### src/rtl/dmem_arbiter.sv
// rtl/dmem_arbiter.sv - two-port round-robin arbiter with port-1 burst lock in front of a single-port data RAM
module dmem_arbiter #(
  parameter int ADDR_W    = 32,
  parameter int DATA_W    = 32,
  parameter int MAX_BURST = 4
) (
  input  logic              clk,
  input  logic              rst_n,
  input  logic              m0_req,
  input  logic              m0_we,
  input  logic [ADDR_W-1:0] m0_addr,
  input  logic [DATA_W-1:0] m0_wdata,
  output logic              m0_gnt,
  output logic              m0_rvalid,
  output logic [DATA_W-1:0] m0_rdata,
  input  logic              m1_req,
  input  logic              m1_we,
  input  logic [ADDR_W-1:0] m1_addr,
  input  logic [DATA_W-1:0] m1_wdata,
  input  logic              m1_lock,
  output logic              m1_gnt,
  output logic              m1_rvalid,
  output logic [DATA_W-1:0] m1_rdata,
  output logic              mem_wen,
  output logic [ADDR_W-1:0] mem_addr,
  output logic [DATA_W-1:0] mem_wdata,
  input  logic [DATA_W-1:0] mem_rdata
);

  localparam int CNT_W = $clog2(MAX_BURST + 1);
  localparam logic [CNT_W-1:0] BURST_MAX = CNT_W'(MAX_BURST);

  logic              last_gnt;
  logic [CNT_W-1:0]  burst_cnt;
  logic              rd_pend0;
  logic              rd_pend1;
  logic [DATA_W-1:0] rdata0;
  logic [DATA_W-1:0] rdata1;
  logic              gnt0;
  logic              gnt1;
  logic              locked;

  // Grants are gated by rst_n so they drop the moment reset asserts.
  always_comb begin
    gnt0   = 1'b0;
    gnt1   = 1'b0;
    locked = last_gnt && m1_lock && (burst_cnt < BURST_MAX);
    if (rst_n) begin
      if (m0_req && m1_req) begin
        if (locked || !last_gnt) gnt1 = 1'b1;
        else                     gnt0 = 1'b1;
      end else begin
        gnt0 = m0_req;
        gnt1 = m1_req;
      end
    end
  end

  always_comb begin
    mem_wen   = 1'b0;
    mem_addr  = m0_addr;
    mem_wdata = m0_wdata;
    if (gnt1) begin
      mem_wen   = m1_we;
      mem_addr  = m1_addr;
      mem_wdata = m1_wdata;
    end else if (gnt0) begin
      mem_wen = m0_we;
    end
  end

  always_ff @(posedge clk or negedge rst_n) begin
    if (!rst_n) begin
      last_gnt  <= 1'b1;
      burst_cnt <= '0;
      rd_pend0  <= 1'b0;
      rd_pend1  <= 1'b0;
      rdata0    <= '0;
      rdata1    <= '0;
    end else begin
      if (gnt0 || gnt1) last_gnt <= gnt1;
      // Only contended locked grants consume the burst budget.
      if (gnt0 || !m1_lock)
        burst_cnt <= '0;
      else if (gnt1 && m0_req && burst_cnt < BURST_MAX)
        burst_cnt <= burst_cnt + 1'b1;
      rd_pend0 <= gnt0 && !m0_we;
      rd_pend1 <= gnt1 && !m1_we;
      if (gnt0 && !m0_we) rdata0 <= mem_rdata;
      if (gnt1 && !m1_we) rdata1 <= mem_rdata;
    end
  end

  assign m0_gnt    = gnt0;
  assign m1_gnt    = gnt1;
  assign m0_rvalid = rd_pend0;
  assign m1_rvalid = rd_pend1;
  assign m0_rdata  = rdata0;
  assign m1_rdata  = rdata1;

endmodule
### config.mk
export PLATFORM = sky130hd
export DESIGN_NAME = dmem_arbiter
export DESIGN_NICKNAME = d
export VERILOG_FILES = /design/src/rtl/dmem_arbiter.sv
export SDC_FILE = /design/constraint.sdc
export NUM_CORES = 1
export LEC_CHECK = 0
export CAP_MARGIN = 15
export CORE_ASPECT_RATIO = 0.6
export CORE_UTILIZATION = 29
export DETAILED_ROUTE_END_ITERATION = 10
export PLACE_DENSITY = 0.82
export SYNTH_ARGS = -nofsm -noshare
export SYNTH_HDL_FRONTEND = slang
export SYNTH_SLANG_ARGS = --single-unit
### constraint.sdc
create_clock -name clk -period 1.9 [get_ports clk]
set_clock_uncertainty 0.1 [all_clocks]
set_input_delay 0.38 -clock clk [delete_from_list [all_inputs] [get_ports clk]]
set_output_delay 0.38 -clock clk [all_outputs]
set_load 0.01 [all_outputs]
==> results.md <==
- Layout area overhead: 141%
- Synth top area share: 0.499
- Overall Global Routing Usage: 0.225
- P_int: 0.00471 W
- Crit path largest cell delay: 370 ps
- Critical path class: register to output port
- Worst Path Required: 1420 ps
- Failing checks: negative setup slack
- R2R cell count: 9
- DRT iter0 DRCs: 87
- DRC viols: 0
- Finished Core Util: 0.730
- Antenna violations before repair: 1
- Final WS setup: -584 ps
- Sequential Power Share: 0.316
- Routability cong.: 0.755
- Unrepaired setup endpoints after global routing: yes
- Clk pwr share: 0.266
- Core area: 11,400 µm²
- Max-Cap Viols: 0
- Place WS: -1060 ps
- Gate power share: 0.418
- Die W: 143 µm
- Largest net degree at the start of global routing: 71
- Number of global-route vias before repair: 3,480
- Post-route antenna net violation count: 0
- Post-synth top area cell: dfrtp_1
- Initial Util: 0.303
- Die Ht: 86.7 µm
- Most frequent cells in the layout: clkdlybuf4s50_1, mux2_4, buf_6
- Peak supply drop: 0.000490 V
- Post-synthesis sequential area ratio: 0.506
- Slew @ Worst Pin: 908 ps
- Syn. warnings: 0
- Achievable Freq: 403 MHz
- Cell Chain, Critical Path: nand2b_4, a31oi_4, buf_6, buf_12, buf_12, buf_4, mux2_4, buf_6
- Synth Cell Area: 3460 µm²
- Max clock buf depth: 2
- Cell count after synthesis: 232
- Final Slew Violations: 0
- Critical Path Sink Type: output port
- Pwr Density: 763 nW/µm²
- Via Count: 3,441
- Mean Syn Cell Area: 14.9 µm²
- Psw: 0.00168 W
- CTS sink cnt: 70
- Clock slew at reported path FFs: 50 ps
- Most common cell after layout, fill and taps aside: clkdlybuf4s50_1
- Nets: 758
- Via density: 4.55
- Static leakage: 3.72 nW
- CTS buffer count: 9
- Number of H-tree levels: 3
- Switch share: 0.263
- Minimum clock period: 2480 ps
- Final hold slack: 275 ps
- Hold Buf Count CTS: 0
- Boundary Pins: 300
- Dominant cells by area after synthesis: dfrtp_1, mux2_2, mux2_1
- CP max FO: 8
- Yosys cell types: 24
- Final-report setup violation count: 131
- Worst hold-check path type: input port to asynchronous set/reset pin
- Slowest CP cell: dfrtp_1
- Drt wl/cell: 22.8 µm
- Routed Wire Length: 17,300 µm
- Synthesized Nets: 400
- Slew Limit Headroom: 0.394
- Tcrit/Tclk final: 1.31
- Post-DP HPWL: 10,900 µm
- Outcome: complete, but fails checks
- Worst Setup Start Kind: register
- I/O Buffers: 299
- Clock root buffer: clkbuf_16
- Total grt overflow: 0
- Global-route wire length before repair: 20,400 µm
- Clock Latency Late Sink: 320 ps
- Setup tns final: -44,970 ps
- CTS tree: built
- Pre-antenna DRT Iters: 4
- Crit path DAT: 2000 ps
- Placement row count: 30
- Die footprint: 12,400 µm²
- Share of layout cells above drive strength 1: 0.472
- Yosys reg bits: 70
- Final hold viol count: 0
[power groups by stage]
stage	registers, W	logic (W)	clock network, W
after floorplan	0.00214	0.000537	0
after global placement	0.00198	0.00205	0
after detailed placement	0.00201	0.00208	0
after CTS	0.00199	0.00215	0.00172
after global routing	0.00205	0.00279	0.00180
final	0.00201	0.00267	0.00170
[metal layers]
layer | part of all wire | vias up | GRT usage
li1 | - | 1561 | -
met1 | 0.44 | 1730 | 0.276
met2 | 0.49 | 132 | 0.389
met3 | 0.065 | 18 | 0.0707
met4 | 0.012 | 0 | 0.0489
met5 | 0 | - | 0
[synth_stat cells]
library cell	number
mux2_2	99
dfrtp_1	69
mux2_1	29
buf_2	6
buf_4	5
buf_6	3
nor3b_1	3
nand2_1	2
a21boi_2	1
a21oi_1	1
a22o_1	1
a31oi_2	1
and2b_1	1
dfstp_2	1
ha_1	1
mux2i_1	1
nand2b_1	1
nand2b_2	1
nor2_1	1
nor2b_1	1
nor3_4	1
nor4b_2	1
o21ai_0	1
xnor2_1	1
[worst paths after layout]
path,slack (ps),endpoint,from
max,-580,mem_addr[7],burst_cnt[2]$_DFFE_PN0P_
min,280,m0_rdata[23]$_DFFE_PN0P_,rst_n
max reg2reg,-230,m1_rdata[6]$_DFFE_PN0P_,burst_cnt[2]$_DFFE_PN0P_
min reg2reg,410,m0_rdata[18]$_DFFE_PN0P_,m0_rdata[18]$_DFFE_PN0P_
max in group asynchronous,810,m0_rdata[27]$_DFFE_PN0P_,rst_n
min in group clk,410,m0_rdata[18]$_DFFE_PN0P_,m0_rdata[18]$_DFFE_PN0P_
[stage by stage]
step                      power, W  instances  cell area, µm²
final                      0.00638        756            8360
after global routing       0.00664        755            8360
after CTS                  0.00587        722            7260
after detailed placement   0.00409        695            6750
after global placement     0.00403        695            6750
after floorplan            0.00268        232            3490
[registers in the layout, summed over array words and instances (netlist names)]
register / cells
m1_rvalid: 1
m0_rdata: 32
last_gnt: 1
burst_cnt: 3
m0_rvalid: 1
m1_rdata: 32
[worst max-delay path: cells and delay by family, from the launching register on]
family                 cells  cell delay (ps)
AOI/OAI and AO/OA          1              210
muxes                      1              300
and+or+nand+nor            1              160
buffers and inverters      5              640
DFF                        1              370
[kinds of logic after synthesis]
family,share of synthesized area
xor gates and xnor gates,0.00253
muxes,0.419
and+or+nand+nor,0.0271
adders and majority gates,0.00361
AOI/OAI and AO/OA,0.0123
buffers and inverters,0.0293
DFF,0.506
[repair_timing]
action                                  4_1_cts  5_1_grt
endpoints found under the hold margin         0        0
cloned                                        3       11
buffers inserted                              8       23
pin swaps                                     3        5
endpoints found under the setup margin      131      131
gates resized for setup                     306      197
[layout make-up]
type	instances	area, µm²
clock buffer	13	260
timing repair buffer	361	3990
tap	160	200
antenna	1	2.50
sequential	70	1750
clock inverter	3	42.5
fill	758	3090
multi-input combinational	148	2110
No activity file was read; power rests on OpenSTA's default activity.
==> variant: new RTL, same flow settings <==
Change the parameter `ADDR_W` from 32 to 28.
--- a/src/rtl/dmem_arbiter.sv
+++ b/src/rtl/dmem_arbiter.sv
@@ -1,5 +1,5 @@
 // rtl/dmem_arbiter.sv - two-port round-robin arbiter with port-1 burst lock in front of a single-port data RAM
 module dmem_arbiter #(
-  parameter int ADDR_W    = 32,
+  parameter int ADDR_W    = 28,
   parameter int DATA_W    = 32,
   parameter int MAX_BURST = 4
Ports: changed (resized m0_addr, m1_addr and mem_addr); port bits go from 300 to 288. No check against the original RTL was run, so the function may have changed too.
==> variant against the original RTL <==
The flow still finishes with violations (setup timing). Design area down 3.6%. Largest cell class unchanged. Sequential cell count unchanged. Wire length down 6.8%. Via count down 3.6%. First-iteration DRC count up 77%. Setup slack better by 34 ps. Critical path depth down 1. Sequential share of layout area up 0.79 points. Total power about the same. Highest routed layer unchanged. Synthesized area down 1.7%. Count of clock-buffer cells in the layout down 2. Critical path type unchanged. Non-clock buffer count down 20.
==> variant: results (changes against the original RTL) <==
\begin{tabular}{lr}
\hline
Metric & Value \\
\hline
\multicolumn{2}{l}{\textbf{Global routing}} \\
\quad Number of antenna violations at the first check in global routing & 0 (-1) \\
\quad Met1 global-route usage & 0.317 (+0.0415) \\
\quad Wire length of the first global-routing pass & 21,400 µm (+5.1\%) \\
\quad Met2 Use GR & 0.391 (+0.00249) \\
\multicolumn{2}{l}{\textbf{Pwr}} \\
\quad Clock network fraction of design power & 0.286 (+0.020) \\
\quad Power of the clock network & 1.83 mW (+8\%) \\
\quad Int Power & 4.73 mW (+0.56\%) \\
\multicolumn{2}{l}{\textbf{STA}} \\
\quad Number of endpoints failing setup at the final stage & 122 (-6.9\%) \\
\quad Setup ws final & -550 ps (+33.8 ps) \\
\multicolumn{2}{l}{\textbf{Placement}} \\
\quad Setup WS pre-CTS & -964 ps (+95.9 ps) \\
\quad Placed cell count & 679 (-2.3\%) \\
\quad Cell area reported after detailed placement & 6580 µm² (-2.6\%) \\
\quad Post-DP HPWL & 9960 µm (-8.3\%) \\
\quad Port Buffers & 287 (-4.0\%) \\
\multicolumn{2}{l}{\textbf{Routing}} \\
\quad Overall routed net length & 16,100 µm (-6.8\%) \\
\quad Detail-routed via count per cell & 4.54 (-0.28\%) \\
\quad Iter 0 DRT Violations & 154 (+77\%) \\
\quad Wire length on met2 & 7680 µm (-8.8\%) \\
\multicolumn{2}{l}{\textbf{Cells and area}} \\
\quad Non-clock buffering overhead in the final layout & 0.464 (-0.0133) \\
\quad Proportion of cell area occupied by registers & 0.217 (+0.00787) \\
\quad Multi-input logic cell count & 144 (-2.7\%) \\
\quad Clock buffer count & 11 (-2) \\
\quad Count of buffers not belonging to the clock network in the layout & 341 (-5.5\%) \\
\quad Clock network contribution to total cell area & 0.0404 (+0.00415) \\
\quad Proportion of cell area occupied by multi-input gates & 0.253 (+0.000639) \\
\quad Antenna Diode Count & 0 (-1) \\
\multicolumn{2}{l}{\textbf{Synth}} \\
\quad Most numerous cell types in the synthesized netlist & 95 x sky130\_fd\_sc\_hd\_\_mux2\_2, 69 x sky130\_fd\_sc\_hd\_\_dfrtp\_1, 29 x sky130\_fd\_sc\_hd\_\_mux2\_1, 6 x sky130\_fd\_sc\_hd\_\_buf\_2, 4 x sky130\_fd\_sc\_hd\_\_buf\_4 \\
\quad Post-synthesis net count & 387 (-3.3\%) \\
\quad Fraction of the mapped netlist area in compound gates & 0.0140 (+0.00168) \\
\quad Post-synthesis sequential area ratio & 0.515 (+0.00855) \\
\quad Share of cell area taken by muxes after synthesis & 0.413 (-0.00614) \\
\quad Fraction of the mapped netlist area in adder cells & 0.00367 (+0.0000611) \\
\multicolumn{2}{l}{\textbf{Status}} \\
\quad Status & complete, but fails checks \\
\quad Violated checks & setup timing \\
\hline
\end{tabular}
-- variant: cell types whose count changed after synthesis, sizes merged --
cell	change
nor2b	+1
mux2	-4
and2b	-1
buf	-1
-- variant: worst paths after layout --
path / from / endpoint / slack [ps] / depth (start not counted)
min: rst_n / burst_cnt[1] / 300 / 3
min reg2reg: m0_rdata[4] / m0_rdata[4] / 410 / 1
max reg2reg: burst_cnt[2] / m1_rdata[26] / -290 / 10
min in group clk: m0_rdata[4] / m0_rdata[4] / 410 / 1
max: burst_cnt[2] / mem_addr[2] / -550 / 7
max in group asynchronous: rst_n / m1_rdata[13] / 830 / 3
-- variant: repair_timing --
action,4_1_cts,5_1_grt
pin swaps,3,4
hold buffers,0,0
cloned,10,4
setup endpoints to repair,127,127
resized for setup,383,89
buffers inserted,17,13
hold endpoints to repair,0,0
-- variant: critical path, delay by kind of cell, from the launching register on --
kind,cells,cell delay [ps]
multiplexers,1,310
AND/OR/NAND/NOR,1,150
flip-flops,1,370
buffers and inverters,4,560
AO/OA/AOI/OAI,1,250
